--- src/rtl/rv_issue_pkg.sv ---
// Shared sizing and types for the decode-stage issue controller and its
// per-register pending-write scoreboard.
package rv_issue_pkg;

  localparam int NREG   = 32;
  localparam int CNT_W  = 2;
  localparam int REG_AW = 5;

  typedef logic [CNT_W-1:0]  cnt_t;
  typedef logic [REG_AW-1:0] reg_idx_t;

  localparam cnt_t CNT_MAX = '1;

  // Why the instruction in ID is blocked; any set bit is a hazard.
  typedef struct packed {
    logic rs1_busy;
    logic rs2_busy;
    logic rd_full;
  } hazard_t;

endpackage

--- src/rtl/rv_sb_cnt.sv ---
// One scoreboard entry: saturating up/down count of in-flight writes to a
// single architectural register, with zero/full flags and underflow strobe.
module rv_sb_cnt
  import rv_issue_pkg::*;
(
  input  logic clk,
  input  logic rst,
  input  logic inc_i,
  input  logic dec_i,
  output cnt_t cnt_o,
  output logic zero_o,
  output logic full_o,
  output logic unf_o
);

  cnt_t cnt_q;
  cnt_t cnt_d;

  // Simultaneous inc and dec cancel; the bounds never wrap.
  always_comb begin
    cnt_d = cnt_q;
    if (inc_i && !dec_i && (cnt_q != CNT_MAX)) begin
      cnt_d = cnt_q + cnt_t'(1);
    end else if (dec_i && !inc_i && (cnt_q != '0)) begin
      cnt_d = cnt_q - cnt_t'(1);
    end
  end

  always_ff @(posedge clk or negedge rst) begin
    if (!rst) begin
      cnt_q <= '0;
    end else begin
      cnt_q <= cnt_d;
    end
  end

  assign cnt_o  = cnt_q;
  assign zero_o = (cnt_q == '0);
  assign full_o = (cnt_q == CNT_MAX);
  assign unf_o  = dec_i & (cnt_q == '0);

endmodule

--- src/rtl/rv_id_issue_ctrl.sv ---
// Decode-stage issue controller: IF/ID valid bit, IFU/EXU handshakes and the
// pending-write scoreboard. Define RV_ISSUE_WB_BYPASS_EN to let a same-cycle
// retire of the last pending write satisfy a source (write-first regfile).
module rv_id_issue_ctrl
  import rv_issue_pkg::*;
(
  input  logic           clk,
  input  logic           rst,
  input  logic           if_valid,
  output logic           if_ready,
  input  reg_idx_t       id_rs1,
  input  reg_idx_t       id_rs2,
  input  reg_idx_t       id_rd,
  input  logic           id_use_rs1,
  input  logic           id_use_rs2,
  input  logic           id_rf_we,
  output logic           ex_valid,
  input  logic           ex_ready,
  input  logic           wb_valid,
  input  logic           wb_we,
  input  reg_idx_t       wb_rd,
  input  logic           flush,
  output logic           stall_raw,
  output logic [31:0]    stall_cycles,
  output logic           sb_err
);

  // Handshakes: a transfer happens on a rising edge where valid and ready are
  // both high; ex_valid never depends on ex_ready, if_ready may depend on it.
  logic        id_vld_q, id_vld_d;
  logic [31:0] stall_cnt_q, stall_cnt_d;
  logic        sb_err_q, sb_err_d;

  logic        ex_fire, if_fire;
  logic        inc_en, dec_en;
  logic        rs1_byp, rs2_byp;
  hazard_t     haz;
  logic        hazard;

  cnt_t            cnt      [NREG];
  logic [NREG-1:0] zero_vec;
  logic [NREG-1:0] full_vec;
  logic [NREG-1:0] unf_vec;

  // x0 is hard-wired: always idle, never full, never underflows.
  assign cnt[0]      = '0;
  assign zero_vec[0] = 1'b1;
  assign full_vec[0] = 1'b0;
  assign unf_vec[0]  = 1'b0;

  assign inc_en = ex_fire & id_rf_we & (id_rd != '0);
  assign dec_en = wb_valid & wb_we & (wb_rd != '0);

  for (genvar r = 1; r < NREG; r++) begin : g_cnt
    rv_sb_cnt u_cnt (
      .clk    (clk),
      .rst    (rst),
      .inc_i  (inc_en & (id_rd == reg_idx_t'(r))),
      .dec_i  (dec_en & (wb_rd == reg_idx_t'(r))),
      .cnt_o  (cnt[r]),
      .zero_o (zero_vec[r]),
      .full_o (full_vec[r]),
      .unf_o  (unf_vec[r])
    );
  end

`ifdef RV_ISSUE_WB_BYPASS_EN
  assign rs1_byp = dec_en & (wb_rd == id_rs1) & (cnt[id_rs1] == cnt_t'(1));
  assign rs2_byp = dec_en & (wb_rd == id_rs2) & (cnt[id_rs2] == cnt_t'(1));
`else
  assign rs1_byp = 1'b0;
  assign rs2_byp = 1'b0;

  // Counter values only matter for the bypass qualifier.
  logic cnt_unused;
  always_comb begin
    cnt_unused = 1'b0;
    for (int r = 0; r < NREG; r++) begin
      cnt_unused = cnt_unused ^ (^cnt[r]);
    end
  end
`endif

  always_comb begin
    haz.rs1_busy = id_use_rs1 & (id_rs1 != '0) & ~zero_vec[id_rs1] & ~rs1_byp;
    haz.rs2_busy = id_use_rs2 & (id_rs2 != '0) & ~zero_vec[id_rs2] & ~rs2_byp;
    haz.rd_full  = id_rf_we & (id_rd != '0) & full_vec[id_rd];
    hazard       = |haz;
  end

  assign ex_valid  = id_vld_q & ~hazard & ~flush;
  assign stall_raw = id_vld_q & hazard & ~flush;
  assign ex_fire   = ex_valid & ex_ready;
  assign if_ready  = ~flush & (~id_vld_q | ex_fire);
  assign if_fire   = if_valid & if_ready;

  always_comb begin
    id_vld_d = id_vld_q;
    if (flush) begin
      id_vld_d = 1'b0;
    end else if (if_fire) begin
      id_vld_d = 1'b1;
    end else if (ex_fire) begin
      id_vld_d = 1'b0;
    end
  end

  assign stall_cnt_d = stall_cnt_q + {31'd0, stall_raw};
  assign sb_err_d    = sb_err_q | (|unf_vec);

  always_ff @(posedge clk or negedge rst) begin
    if (!rst) begin
      id_vld_q    <= 1'b0;
      stall_cnt_q <= '0;
      sb_err_q    <= 1'b0;
    end else begin
      id_vld_q    <= id_vld_d;
      stall_cnt_q <= stall_cnt_d;
      sb_err_q    <= sb_err_d;
    end
  end

  assign stall_cycles = stall_cnt_q;
  assign sb_err       = sb_err_q;

endmodule

--- config.mk ---
export PLATFORM = sky130hd
export DESIGN_NAME = rv_id_issue_ctrl
export DESIGN_NICKNAME = d
export VERILOG_FILES = /design/src/rtl/rv_issue_pkg.sv /design/src/rtl/rv_sb_cnt.sv /design/src/rtl/rv_id_issue_ctrl.sv
export SDC_FILE = /design/constraint.sdc
export NUM_CORES = 1
export LEC_CHECK = 0
export BUFFER_PORTS_ARGS = -buffer_cell sky130_fd_sc_hd__buf_2
export CORE_AREA = 2 2 112 114
export DETAILED_ROUTE_END_ITERATION = 7
export DIE_AREA = 0 0 114 116
export GPL_ROUTABILITY_DRIVEN = 0
export HOLD_SLACK_MARGIN = 0.06
export PLACE_DENSITY = 0.8
export SETUP_SLACK_MARGIN = 0.05
export SYNTH_ARGS = -nofsm -noshare
export SYNTH_HDL_FRONTEND = slang
export SYNTH_SLANG_ARGS = --single-unit
--- constraint.sdc ---
create_clock -name clk -period 5.1 [get_ports clk]
set_input_delay 1.02 -clock clk [delete_from_list [all_inputs] [get_ports clk]]
set_output_delay 1.02 -clock clk [all_outputs]
set_load 0.05 [all_outputs]
==> reports/qor.csv <==
metric;value;unit
num_antenna_cells;0;
wl_met2;9.56;mm
tns;0;ps
cp.arrival;3650;ps
grt_usage;34.4;%
syn_nets;931;
path_cells;buf_2 -> or4b_1 -> o31ai_1 -> o32ai_1 -> o311ai_4 -> nand2_2 -> a311oi_2 -> nand2_1 -> a21oi_1 -> buf_2;
r2r_start;g_cnt[20].u_cnt.cnt_o[0];
nNetsFinal;969;
ys_async_sr_fraction;100;%
synth_area_leader_cell;dfrtp_1;
grt_max_degree;62;
finalMaxSlewViolations;0;
synth-seq-area-share;33.5;%
wl_met1;8.82;mm
ant_nets;0;
ys_warn_count;0;
cts_buffers;9;
numPortBuffers;65;
synthFlopType;dfrtp_1;
status;completed;
worstMarginPinSlew;1180;ps
final.min_clock_period;4670;ps
clkLatencyLatePin;360;ps
clock_skew;8.78;ps
maxUsedRoutingLayer;met4;
min-delay-path-class;flip-flop to flip-flop;
grt-ovfl-total;0;
drt-pass1-iter-count;7;
utilization;65.8;%
drive_gt1_share;12.5;%
fin_total_pwr;1.82;mW
max_stage_delay;470;ps
ir_worst_vdd;0.185;mV
slowest_stage;or4b_1;
grt_pass1_wl;35.6;mm
vias;7425;
drc;0;
initial_utilization;60.2;%
worst_path_most_repeated_cell;buf_2;
cts_resized;0;
die_y;116;um
cts_tree;built;
drt-wirelength-per-cell;20.3;um
synth_top_area_share;33.5;%
finalHoldViolCount;0;
leakagePower;3.44;nW
core_area;11900;um^2
cap_violations;0;
rsz0062_at_grt;false;
yosysMostFrequentCell;nand2_1;
power_density;232;nW/um^2
boundaryPins;66;
place_ws;309;ps
synthTopCellsByCount;nand2_1, dfrtp_1, nor2_1, nand3_1, nor3_1;
cts-root-buf;clkbuf_16;
wl_met3;2.55;mm
h-tree-depth;3;
hold_path.startpoint;stall_cycles[31];
cp-start-kind;primary input;
synth_edf_count;0;
synth_area_leaders;dfrtp_1, nand2_1, nor2_1, xnor2_1, nand3_1;
endpoint_kind;output pin;
area_delta_synth_final;9.23;%
synth_area;7170;um^2
grt_pass1_vias;6969;
setup_viol;0;
drt_wl_total;22.1;mm
min_period_over_period;91.6;%
postCtsSetupRepairBufs;0;
cts.sinks;96;
clkTransAtPathRegs;70;ps
path_max_fanout;23;
fmax;214;MHz
first_iter_violations;1162;
die_area;13200;um^2
antenna_found_initial;0;
viasPerCell;6.82;
rows;40;
dieWidth;114;um
path_class;primary input to output pin;
crit_start;id_rs1[0];
cts_hold_buf;0;
setup_slack;431;ps
syn_avg_cell_area;7.98;um^2
ys_types;84;
worst_ep_required_time;4080;ps
dp_hpwl;16.3;mm
maxSlewHeadroom;21.5;%
clk_path_buf_depth;2;
synth_seq_cells;96;
synthCells;899;
[layout by cell type (no fill, tap or decap), types with 7 or more instances in the layout]
master and n:
nand2_1 121, dfrtp_1 96, nor2_1 93, buf_2 64, nand3_1 49, nor3_1 44, a21oi_1 36, o21ai_0 35
xnor2_1 29, and2_1 27, a31oi_1 21, inv_1 20, nand4_1 20, and3_1 16, nand2b_1 14, nand3b_1 13
o211ai_1 12, nor3b_1 11, or3_1 11, a22oi_1 11, o21bai_1 11, buf_4 11, xor2_1 10, nor4_1 9
mux2i_1 9, clkbuf_16 9, nor2b_1 8, o2111ai_1 7
[sequential cells by signal, indices dropped and copies added, names as in the netlist]
signal and count:
stall_cycles 32, sb_err 1, id_vld_q 1, g_cnt.u_cnt.cnt_o 62
[power breakdown]
part / internal [mW] / switching, mW / total, mW
Clock: 0.351 / 0.321 / 0.671
Combinational: 0.0913 / 0.227 / 0.318
Sequential: 0.788 / 0.0412 / 0.829
Total: 1.23 / 0.589 / 1.82
[metal layers]
metal  track usage (%)  up-vias
met2              52.9      505
met3              7.58       98
met5                 0        -
li1                  -     3397
met4              18.2        0
met1              45.5     3425
[worst max-delay path, delay by kind of cell]
family	cells	cell delay (ps)
AND/OR/NAND/NOR	3	810
buffers and inverters	2	600
AO/OA/AOI/OAI	5	1220
[path summary, 6_finish.rpt]
check                                                 to  slack [ps]  depth (start not counted)
worst min register to register          stall_cycles[31]         470                          1
max in group asynchronous               stall_cycles[10]        3410                          2
worst min-delay path                    stall_cycles[31]         470                          1
min in group asynchronous       g_cnt[17].u_cnt.cnt_o[0]         740                          1
worst max register to register          stall_cycles[31]        1170                         15
worst max-delay path                            if_ready         430                         10
[layout make-up]
class | count | area, um^2
clock buffer | 10 | 239
clock inverter | 6 | 47.5
fill | 1051 | 4080
inverter | 20 | 75.1
multi-input combinational | 735 | 4480
sequential | 96 | 2400
tap | 147 | 184
timing repair buffer | 75 | 403
[logic make-up after synthesis]
family	count (synthesis)	synth area share [%]
compound gates	205	20.3
xor+xnor	39	4.76
fa+ha+maj	2	0.349
buf+inv	68	4.19
flops	96	33.5
mux	15	2.83
simple gates	474	34.1
[stage by stage]
step	cell area [um^2]	hold slack, ps	cells
after floorplan	7180	492	899
after global placement	7540	455	1073
after detailed placement	7540	464	1073
after CTS	7830	474	1089
after global routing	7840	508	1089
final	7840	468	1089
Note: power is estimated with default switching activity, not from simulation.
